## config.mk

```make
export PLATFORM = sky130hd
export DESIGN_NAME = irq_priority_controller
export DESIGN_NICKNAME = d
export VERILOG_FILES = /design/src/rtl/irq_pkg.sv /design/src/rtl/prio_enc_lsb.sv /design/src/rtl/irq_priority_controller.sv
export SDC_FILE = /design/constraint.sdc
export NUM_CORES = 1
export LEC_CHECK = 0
export ABC_AREA = 1
export CORE_ASPECT_RATIO = 1.75
export CORE_MARGIN = 2
export CORE_UTILIZATION = 35
export CTS_BUF_LIST = sky130_fd_sc_hd__clkbuf_4
export DETAILED_ROUTE_END_ITERATION = 10
export GPL_TIMING_DRIVEN = 1
export MAX_ROUTING_LAYER = met4
export PLACE_DENSITY_LB_ADDON = 0.1
export SLEW_MARGIN = 10
export SYNTH_ARGS = -nofsm -noshare
export SYNTH_HDL_FRONTEND = slang
export SYNTH_SLANG_ARGS = --single-unit
```

## constraint.sdc

```tcl
create_clock -name clk -period 1.9 [get_ports clk]
set_input_delay 0.285 -clock clk [delete_from_list [all_inputs] [get_ports clk]]
set_output_delay 0.285 -clock clk [all_outputs]
set_load 0.02 [all_outputs]
```

## src/rtl/irq_pkg.sv

```systemverilog
// Shared definitions for the interrupt priority controller: default width,
// code-width helper and the presentation FSM states.
package irq_pkg;

  localparam int N_DEFAULT = 8;

  function automatic int code_w(input int n);
    return (n <= 2) ? 1 : $clog2(n);
  endfunction

  typedef enum logic {
    IDLE    = 1'b0,
    PRESENT = 1'b1
  } irq_state_e;

endpackage

```

## src/rtl/prio_enc_lsb.sv

```systemverilog
// Lowest-index-first priority encoder; an all-zero input gives code 0 and
// any_valid_o 0.
module prio_enc_lsb #(
  parameter int N      = 8,
  parameter int CODE_W = 3
) (
  input  logic [N-1:0]      vec_i,
  output logic [CODE_W-1:0] code_o,
  output logic              any_valid_o
);

  always_comb begin
    code_o      = '0;
    any_valid_o = |vec_i;
    // Scanning downward lets the lowest set index overwrite last.
    for (int i = N - 1; i >= 0; i--) begin
      if (vec_i[i]) code_o = CODE_W'(i);
    end
  end

endmodule

```

## src/rtl/irq_priority_controller.sv

```systemverilog
// Latches request events as pending bits and presents the highest-priority
// (lowest-index) unmasked one on a registered valid/ready handshake.
module irq_priority_controller
  import irq_pkg::*;
#(
  parameter int N         = N_DEFAULT,
  parameter int CODE_W    = code_w(N),
  parameter int EDGE_MODE = 1
) (
  input  logic              clk,
  input  logic              rst_n,
  input  logic [N-1:0]      req_i,
  input  logic [N-1:0]      mask_i,
  output logic [CODE_W-1:0] code_o,
  output logic              valid_o,
  input  logic              ready_i,
  output logic [N-1:0]      overrun_o,
  input  logic              ovr_clr_i
);

  localparam logic [N-1:0] ONE = {{(N-1){1'b0}}, 1'b1};

  irq_state_e        state_q, state_d;
  logic [N-1:0]      req_d_q, pend_q, pend_d, ovr_q, ovr_d;
  logic [N-1:0]      evt, clr, hold, elig, code_oh;
  logic [CODE_W-1:0] code_q, code_d, enc_code;
  logic              valid_q, valid_d, enc_any, accept;

  always_comb begin
    evt     = (EDGE_MODE != 0) ? (req_i & ~req_d_q) : req_i;
    code_oh = ONE << code_q;
    accept  = valid_q & ready_i;
    clr     = accept ? code_oh : '0;
    pend_d  = (pend_q & ~clr) | evt;
    ovr_d   = (ovr_q & ~{N{ovr_clr_i}}) | (evt & pend_q & ~clr);
    hold    = (state_q == PRESENT && !accept) ? code_oh : '0;
    // From IDLE a fresh event is presented one edge after it turns pending;
    // after an acceptance the updated pending set is arbitrated directly.
    elig    = ((state_q == IDLE) ? pend_q : pend_d) & ~mask_i & ~hold;
  end

  prio_enc_lsb #(
    .N      (N),
    .CODE_W (CODE_W)
  ) u_enc (
    .vec_i       (elig),
    .code_o      (enc_code),
    .any_valid_o (enc_any)
  );

  always_comb begin
    state_d = state_q;
    code_d  = code_q;
    valid_d = valid_q;
    unique case (state_q)
      IDLE: begin
        valid_d = 1'b0;
        if (enc_any) begin
          code_d  = enc_code;
          valid_d = 1'b1;
          state_d = PRESENT;
        end
      end
      PRESENT: begin
        valid_d = 1'b1;
        if (accept) begin
          if (enc_any) begin
            code_d = enc_code;
          end else begin
            valid_d = 1'b0;
            state_d = IDLE;
          end
        end
      end
      default: begin
        valid_d = 1'b0;
        state_d = IDLE;
      end
    endcase
  end

  always_ff @(posedge clk or negedge rst_n) begin
    if (!rst_n) begin
      state_q <= IDLE;
      req_d_q <= '0;
      pend_q  <= '0;
      ovr_q   <= '0;
      code_q  <= '0;
      valid_q <= 1'b0;
    end else begin
      state_q <= state_d;
      req_d_q <= req_i;
      pend_q  <= pend_d;
      ovr_q   <= ovr_d;
      code_q  <= code_d;
      valid_q <= valid_d;
    end
  end

  assign code_o    = code_q;
  assign valid_o   = valid_q;
  assign overrun_o = ovr_q;

endmodule

```

==> qor.yml <==
synthesis:
  yosys.area.top_type: "dfrtp_1"
  synth-simple-area-share_pct: 29.09
  yosysSeqAreaShare_pct: 50.59
  synthTopCellsByArea: "dfrtp_1 51%, nand2_1 11%, inv_1 6.5%"
  synthMuxAreaShare_pct: 0
  synth_fa_ha_area_share_pct: 0
  syn-num-nets: 187
  synthXorXnorAreaFrac_pct: 0
  synth_compound_area_share_pct: 11.11
  synth_cell_types: 20
  ys_warn_count: 0
  synth_seq_cells: 28
  synth_cells: 167
  netlist.area_leader.share_pct: 50.59
  synth_top_family_by_area: "simple AND/OR/NAND/NOR gates"
  netlist_area_mm2: 0.001385
  syn_area_per_cell_um2: 8.294
power_and_ir_drop:
  p_int_uw: 1326
  p_seq_share_pct: 40.3
  p_switching_uw: 712.6
  ir_worst_vdd_mv: 0.6008
  p_leak_uw: 0.0009158
  p_sw_share_pct: 34.96
  pwr-share-clk_pct: 19.5
  power_density_mw_per_mm2: 1064
  pwr-share-comb_pct: 40.2
clock_tree:
  cts.path.max_buffers: 2
  clk_latency_ns: 0.34
  cts_buffers: 3
  cts_tree: "yes"
  cts_htree_levels: 1
  root_buffer: "clkbuf_4"
  cts.sinks: 28
  path_clk_slew_ns: 0.15
floorplanning:
  start_util_pct: 36.18
  die_w_um: 51.56
  dieArea_mm2: 0.004497
  fp.dieH_um: 87.22
  io_pins: 32
  rows: 30
  core-area_mm2: 0.003829
critical_path:
  path_class: "reg2out"
  critical_path_required_ns: 1.62
  end_kind: "primary output"
  critPathLaunchType: "flop"
  cp.arrival_ns: 1.49
  critPathLaunch: "code_o[2]"
  rr_endpoint: "code_o[1]"
  crit-reg2reg-launch: "code_o[2]"
  r2r_slack_ns: 0.21
  crit_fanout: 4
  endpoint: "code_o[2]"
  rr_worst_depth: 12
placed_design:
  dpl.hpwl_um: 2571
  gp_congestion: 0.8693
  postPlaceCellArea_mm2: 0.001834
  portBuffers: 31
  dp.cells: 257
  pre_cts_ws_ns: -0.1311
timing:
  fmax_ghz: 0.5633
  worstMarginPinSlew_ns: 0.4033
  timing.setup.tns_ns: 0
  slew_violations: 0
  setup_ws_ns: 0.1247
  period_minus_slack_ns: 1.775
  setup_viol: 0
  timing.final.crit_share_pct: 93.43
  finalHoldViolCount: 0
  fin_worst_skew_ns: 0.003742
  relSlewSlack_pct: 73.03
global_routing:
  grt_max_degree: 29
  grt.total_usage_pct: 17.19
  antenna_found_initial: 0
  first_global_vias: 1290
  gr-total-overflow: 0
  grt_pass1_wl_um: 5602
status:
  status: "finished clean"
route:
  via_count: 1261
  drtIter0Drc: 61
  ant_nets: 0
  routed_via_density: 4.777
  firstDrtPassIters: 4
  drc: 0
  avgRoutedWirePerCell_um: 12.47
  wl_um: 3293
cells_and_area:
  fin_util_pct: 50.03
  n_antenna_cell: 0
  nets: 237
  stdcell_area_mm2: 0.001916
  final_cells: 264
  drive_gt1_share_pct: 22.69
  synthToLayoutAreaGrowth_pct: 38.30
min_path:
  hp-class: "in2async"
flow_run:
  maxCapViolations: 0
-- synth_stat cells --
cell type	number
o21bai_2	1
o22ai_1	8
nor2_1	14
nand2_2	8
nand2_1	41
buf_6	2
buf_1	1
inv_1	24
a31oi_1	4
a21oi_1	1
nand3_2	3
nor2_2	4
nor3_1	5
nand2_4	1
inv_2	3
o21ai_0	1
dfrtp_1	28
o21ai_2	4
nand3_1	11
o21bai_1	3
-- worst min-delay path by stage --
| stage | start | endpoint | slack [ns] | depth (start not counted) |
|---|---|---|---|---|
| floorplan | rst_n | code_o[0] | -0.01 | 0 |
| detailed placement | overrun_o[1] | overrun_o[1] | 0.52 | 2 |
| global route | rst_n | req_d_q[6] | 0.34 | 2 |
| finish | rst_n | req_d_q[6] | 0.30 | 2 |
| global placement | req_d_q[4] | pend_q[4] | 0.51 | 3 |
| CTS | rst_n | req_d_q[6] | 0.31 | 2 |
-- cell type report --
type | instances | area, µm²
clock buffer | 3 | 22.52
clock inverter | 1 | 30.03
fill | 393 | 1913
inverter | 27 | 103.9
multi-input combinational | 109 | 556.8
sequential | 28 | 705.7
tap | 48 | 60.06
timing repair buffer | 48 | 436.7
-- power groups by stage --
stage / logic [µW] / clock network, µW / registers (µW)
global placement: 783 / 0 / 830
CTS: 801 / 408 / 823
finish: 820 / 397 / 822
global route: 911 / 427 / 837
detailed placement: 796 / 0 / 834
floorplan: 365 / 0 / 877
-- registers in the layout (all words and copies together), names as in the netlist --
register   flops
req_d_q        8
pend_q         8
code_o         3
valid_o        1
overrun_o      8
-- critical path, cell delays in order, from the launching register on --
cell             delay [ns]
dfrtp_2                0.45
buf_4                  0.13
clkdlybuf4s50_1        0.58
-- layer usage --
metal  GRT usage (%)  up-vias  routed length, µm
met5               -        -                  0
met4           6.459        0                 59
li1                -      628                  -
met2           32.98       27               1952
met1           17.13      601               1171
met3           1.718        5                109
-- cells by family after synthesis --
family | after synthesis
buf+inv | 30
flops | 28
simple gates | 87
compound gates | 22
-- layout by cell type (no fill, tap or decap) --
cell             instances
nand2_4                  1
nor3_1                   5
nor2_1                  14
o21bai_1                 3
clkdlybuf4s50_1         30
dfrtp_2                  4
inv_4                    1
inv_1                   24
o21bai_2                 1
clkbuf_4                 3
o21ai_0                  1
a21oi_1                  1
buf_4                   17
nor2_2                   4
nand2_1                 41
nand2_2                  8
bufinv_16                1
inv_2                    2
dlygate4sd2_1            1
o22ai_1                  8
a31oi_1                  4
dfrtp_1                 24
nand3_2                  3
o21ai_2                  4
nand3_1                 11
-- stage by stage --
stage,power (µW),hold slack (ns)
finish,2039,0.3001
CTS,2031,0.3109
floorplan,1242,-0.01059
global route,2175,0.3357
detailed placement,1629,0.5236
global placement,1613,0.5130
-- repair_timing --
item / in CTS / in global routing
hold buffers: 0 / 0
gates resized for setup: 2 / 4
pin swaps: 0 / 1
setup endpoints to repair: 1 / 2
setup buffers: 0 / 3
Power figures use the tool's default switching activity.
